## src/rtl/vme_cmd_initiator_pkg.sv

```systemverilog
// Shared definitions for the VME device-bus command initiator:
// FSM encoding, bus widths and the status-device command codes.
package vme_cmd_initiator_pkg;

    localparam int CMD_W  = 10;
    localparam int DATA_W = 16;

    typedef enum logic [2:0] {
        IDLE    = 3'd0,
        SETUP   = 3'd1,
        STRB    = 3'd2,
        RELEASE = 3'd3,
        FINISH  = 3'd4
    } state_t;

    // Command codes understood by the status/version responder
    localparam logic [CMD_W-1:0] VERS  = 10'd0;
    localparam logic [CMD_W-1:0] DATE  = 10'd1;
    localparam logic [CMD_W-1:0] STAT1 = 10'd2;
    localparam logic [CMD_W-1:0] STAT2 = 10'd3;

endpackage

```

## src/rtl/vme_cmd_initiator.sv

```systemverilog
// Issues one read or write cycle at a time on the on-board VME device bus and
// reports completion or timeout back to the address-decode logic.
module vme_cmd_initiator
    import vme_cmd_initiator_pkg::*;
#(
    parameter int NDEV        = 8,
    parameter int SETUP_CYC   = 2,
    parameter int TIMEOUT_CYC = 255,
    parameter int CNT_W       = 8
) (
    input  logic              FASTCLK,
    input  logic              RST_B,
    input  logic              REQ,
    input  logic              REQ_WRITE,
    input  logic [NDEV-1:0]   REQ_DEV,
    input  logic [CMD_W-1:0]  REQ_CMD,
    input  logic [DATA_W-1:0] REQ_WDATA,
    output logic              BUSY,
    output logic              DONE,
    output logic              TIMEOUT,
    output logic [DATA_W-1:0] RDATA,
    output logic              STROBE,
    output logic              WRITE_B,
    output logic [NDEV-1:0]   DEVICE,
    output logic [CMD_W-1:0]  COMMAND,
    output logic [DATA_W-1:0] INDATA,
    input  logic              DTACK_B,
    input  logic [DATA_W-1:0] OUTDATA
);

    localparam logic [CNT_W-1:0] SETUP_LOAD = CNT_W'(SETUP_CYC - 1);
    localparam logic [CNT_W-1:0] TMO_LOAD   = CNT_W'(TIMEOUT_CYC - 1);

    state_t           state;
    logic [CNT_W-1:0] cnt;
    logic             ack;

    // Only a driven 0 acknowledges; a floating (pulled-up) or unknown line does not.
    assign ack = (DTACK_B === 1'b0);

    always_ff @(posedge FASTCLK or negedge RST_B) begin
        if (!RST_B) begin
            state   <= IDLE;
            cnt     <= '0;
            STROBE  <= 1'b0;
            WRITE_B <= 1'b1;
            DEVICE  <= '0;
            COMMAND <= '0;
            INDATA  <= '0;
            BUSY    <= 1'b0;
            DONE    <= 1'b0;
            TIMEOUT <= 1'b0;
            RDATA   <= '0;
        end else begin
            DONE <= 1'b0;
            case (state)
                IDLE: begin
                    if (REQ) begin
                        DEVICE  <= REQ_DEV;
                        COMMAND <= REQ_CMD;
                        INDATA  <= REQ_WDATA;
                        WRITE_B <= ~REQ_WRITE;
                        BUSY    <= 1'b1;
                        TIMEOUT <= 1'b0;
                        cnt     <= SETUP_LOAD;
                        state   <= SETUP;
                    end
                end
                SETUP: begin
                    if (cnt == '0) begin
                        STROBE <= 1'b1;
                        cnt    <= TMO_LOAD;
                        state  <= STRB;
                    end else begin
                        cnt <= cnt - 1'b1;
                    end
                end
                STRB: begin
                    // An acknowledge on the last counted cycle still completes normally.
                    if (ack) begin
                        if (WRITE_B) begin
                            RDATA <= OUTDATA;
                        end
                        STROBE  <= 1'b0;
                        TIMEOUT <= 1'b0;
                        cnt     <= TMO_LOAD;
                        state   <= RELEASE;
                    end else if (cnt == '0) begin
                        STROBE  <= 1'b0;
                        TIMEOUT <= 1'b1;
                        cnt     <= TMO_LOAD;
                        state   <= RELEASE;
                    end else begin
                        cnt <= cnt - 1'b1;
                    end
                end
                RELEASE: begin
                    // Hold off until the responder lets go, so its acknowledge
                    // cannot be mistaken for one belonging to the next cycle.
                    if (!ack) begin
                        state <= FINISH;
                    end else if (cnt == '0) begin
                        TIMEOUT <= 1'b1;
                        state   <= FINISH;
                    end else begin
                        cnt <= cnt - 1'b1;
                    end
                end
                FINISH: begin
                    DONE    <= 1'b1;
                    BUSY    <= 1'b0;
                    DEVICE  <= '0;
                    WRITE_B <= 1'b1;
                    cnt     <= '0;
                    state   <= IDLE;
                end
                default: begin
                    state <= IDLE;
                end
            endcase
        end
    end

endmodule

```

## config.mk

```make
export PLATFORM = sky130hd
export DESIGN_NAME = vme_cmd_initiator
export DESIGN_NICKNAME = d
export VERILOG_FILES = /design/src/rtl/vme_cmd_initiator_pkg.sv /design/src/rtl/vme_cmd_initiator.sv
export SDC_FILE = /design/constraint.sdc
export NUM_CORES = 1
export LEC_CHECK = 0
export CORE_ASPECT_RATIO = 1.4
export CORE_MARGIN = 2
export CORE_UTILIZATION = 39
export CTS_CLUSTER_DIAMETER = 80
export CTS_CLUSTER_SIZE = 30
export DETAILED_ROUTE_END_ITERATION = 7
export PLACE_DENSITY = 0.82
export SYNTH_ARGS = -nofsm -noshare
export SYNTH_HDL_FRONTEND = slang
export SYNTH_SLANG_ARGS = --single-unit
```

## constraint.sdc

```tcl
create_clock -name FASTCLK -period 1.87 [get_ports FASTCLK]
set_input_delay 0.2805 -clock FASTCLK [delete_from_list [all_inputs] [get_ports FASTCLK]]
set_output_delay 0.2805 -clock FASTCLK [all_outputs]
set_load 0.005 [all_outputs]
```

==> impl_metrics.yaml <==
synth:
  synth_most_common_cell: "dfrtp_1"
  synth_mux_area_share_pct: 16.7
  synth_ff_type: "dfrtp_1"
  yosys.area.top_type_share_pct: 57.4
  synth_area_leaders: "dfrtp_1 (57%), mux2_2 (17%), a22o_1 (2.8%)"
  synth-simple-area-share_pct: 8.53
  ys_seq_area_share_pct: 58.4
  synth_compound_area_share_pct: 13.0
  syn_area_per_cell_um2: 12.9
  synth_xor_area_share_pct: 0.309
  yosys.area.top_type: "dfrtp_1"
  synth_nets: 276
  synth_top_family_by_area: "multiplexers"
  postSynthCellCount: 220
  synthesis.area_um2: 2830
  synth_common_cells: "dfrtp_1 (65), mux2_2 (42), inv_1 (10)"
  synth-seq-cells: 66
  synth_cell_types: 42
  synth_edf_count: 0
  synth_fa_ha_area_share_pct: 0.442
  yosysWarnings: 0
  synthArstFlopShare_pct: 100
pwr:
  p_leak_nw: 1.91
  p_int_w: 0.00487
  combPwrFrac_pct: 48.2
  clockPowerShare_pct: 16.7
  seqPwrFrac_pct: 35.2
  total_power_w: 0.00714
  power_density_nw_per_um2: 1590
  ir_drop_mv: 0.904
  p_sw_share_pct: 31.8
  switching_power_w: 0.00227
setup_path:
  crit_chain: "inv_2 > ha_4 > or3b_4 > nor4_4 > a211oi_2 > o221ai_1"
  r2r_start: "cnt[0]$_DFFE_PN0P_"
  r2r_end: "cnt[3]$_DFFE_PN0P_"
  crit_type: "reg -> reg"
  cp_max_fo: 5
  crit_path_top_delay_cell: "or3b_4"
  r2r_cells: 6
  max_stage_delay_ns: 0.41
  endpoint: "cnt[3]$_DFFE_PN0P_"
  crit_path_end_kind: "flip-flop"
  critPathRequiredTime_ns: 2.12
  startpoint: "cnt[0]$_DFFE_PN0P_"
  start_kind: "flip-flop"
  crit_arrival_ns: 2.05
  r2r_setup_slack_ns: 0.07
clocking:
  numCtsBuffers: 9
  clk_pin_slew_worst_paths_ns: 0.07
  cts.sinks: 66
  root_buffer: "clkbuf_8"
  cts_buffer_depth: 2
  cts_tree: "yes"
  cts-htree-levels: 3
  insertion_delay_ns: 0.34
global_route:
  grt_pass1_vias: 2466
  grt_pass1_wl_mm: 11.7
  antenna_found_initial: 0
  grt_max_degree: 67
  grt_overflow: 0
  groute.usage.overall_pct: 18.3
floorplanning:
  die-area_um2: 7970
  coreArea_um2: 6980
  num_rows: 36
  die_w_um: 76.0
  pin_count: 110
  start_util_pct: 40.6
  die_h_um: 105
route:
  routed_wl_mm: 7.23
  routedWlPerCell_um: 15.7
  drt_iter0_drc: 121
  drt_first_pass_iters: 4
  num_vias: 2345
  viasPerCell: 5.11
  drc_errors: 0
  drtAntennaViolNets: 0
timing:
  finalClockSkew_ns: 0.00583
  finalSetupViolCount: 0
  max_clock_freq_mhz: 555
  tightest_slew_ns: 0.470
  relSlewSlack_pct: 68.6
  post-route-min-period_ns: 1.80
  fin_crit_sh_pct: 96.3
  holdWs_ns: 0.470
  finalHoldViolCount: 0
  slew_viol_final: 0
final_layout:
  fillers: 562
  syn2layout_area_growth_pct: 58.8
  fin_nets: 416
  final_util_pct: 64.4
  drive_gt1_share_pct: 27.7
  antenna_cells: 0
placed_design:
  hpwlAfterDp_mm: 5.27
  io_buffer_count: 109
  gp_congestion: 0.800
job:
  cap_violations: 0
hold_path:
  hp-class: "in -> async"
run_status:
  status: "finished, final reports clean"
==> state kept, by name (all words and copies together) (netlist names) <==
register and count:
DEVICE 8, STROBE 1, TIMEOUT 1, INDATA 16
DONE 1, COMMAND 10, BUSY 1, cnt 8
WRITE_B 1, RDATA 16, state 3
==> metrics by stage <==
step	TNS, ns	instances	setup WS, ns	instance area, um^2
after floorplan	0	220	0.0523	2830
after global placement	0	440	0.0194	4230
after detailed placement	-0.0821	440	-0.0408	4230
after CTS	0	456	0.00468	4440
after global routing	-0.0141	459	-0.0141	4500
final	0	459	0.0688	4500
==> metal layers <==
layer	wire [um]	track usage [%]	up-vias	part of all wire, %
li1	-	-	1094	-
met1	2690	20.1	1156	37
met2	3900	32.7	76	54
met3	415	4.84	19	5.7
met4	225	8.70	0	3.1
met5	0	0	-	0
==> power by group through the flow <==
stage | clock network [W] | registers (W) | logic [W]
floorplan | 0 | 0.00250 | 0.00143
global placement | 0 | 0.00250 | 0.00321
detailed placement | 0 | 0.00252 | 0.00329
CTS | 0.00121 | 0.00251 | 0.00333
global route | 0.00128 | 0.00259 | 0.00370
finish | 0.00119 | 0.00251 | 0.00344
==> repair_timing <==
item,CTS,global route
hold buffers,1,0
endpoints found under the setup margin,3,6
pin swaps,0,5
gates resized for setup,1,8
hold endpoints to repair,65,0
setup buffers,0,3
==> area by class of cell <==
type / instances / area, um^2 / area share [%]
clock inverters: 4 / 51.3 / 1.14
inverters: 10 / 37.5 / 0.835
multi-input cells: 135 / 1150 / 25.6
flip-flops and latches: 66 / 1650 / 36.8
well taps: 95 / 119 / 2.64
clock buffers: 11 / 141 / 3.15
repair buffers: 138 / 1340 / 29.9
==> worst max-delay path: cells and delay by family, from the launching register on <==
kind	cells	cell delay (ns)
simple gates	2	0.81
fa+ha+maj	1	0.15
compound gates	2	0.28
buf+inv	1	0.08
flops	1	0.40
==> logic make-up after synthesis <==
| logic type | count (synthesis) |
|---|---|
| multiplexers | 42 |
| flip-flops | 66 |
| buffers and inverters | 19 |
| AND/OR/NAND/NOR | 41 |
| AO/OA/AOI/OAI | 50 |
| adder cells (fa/ha/maj) | 1 |
| XOR/XNOR | 1 |
==> worst min path at each step <==
stage,end,slack [ns],startpoint,cells after the start
finish,RDATA[15]$_DFFE_PN0P_,0.47,RST_B,3
global route,BUSY$_DFFE_PN0P_,0.51,BUSY$_DFFE_PN0P_,1
CTS,RDATA[12]$_DFFE_PN0P_,0.48,RST_B,3
detailed placement,RDATA[12]$_DFFE_PN0P_,0.33,RST_B,2
global placement,RDATA[12]$_DFFE_PN0P_,0.32,RST_B,2
floorplan,BUSY$_DFFE_PN0P_,-0.02,RST_B,0
==> cells in the final DEF, fill, tap and decap left out, types with 7 or more instances in the layout <==
cell	netlist	final
nor2_1	8	8
mux2_2	42	42
a22o_1	9	9
inv_1	10	8
clkbuf_8	0	10
clkdlybuf4s50_1	0	108
dfrtp_1	65	65
nor3_1	8	7
buf_4	0	25
No activity file was read; power rests on OpenSTA's default activity.
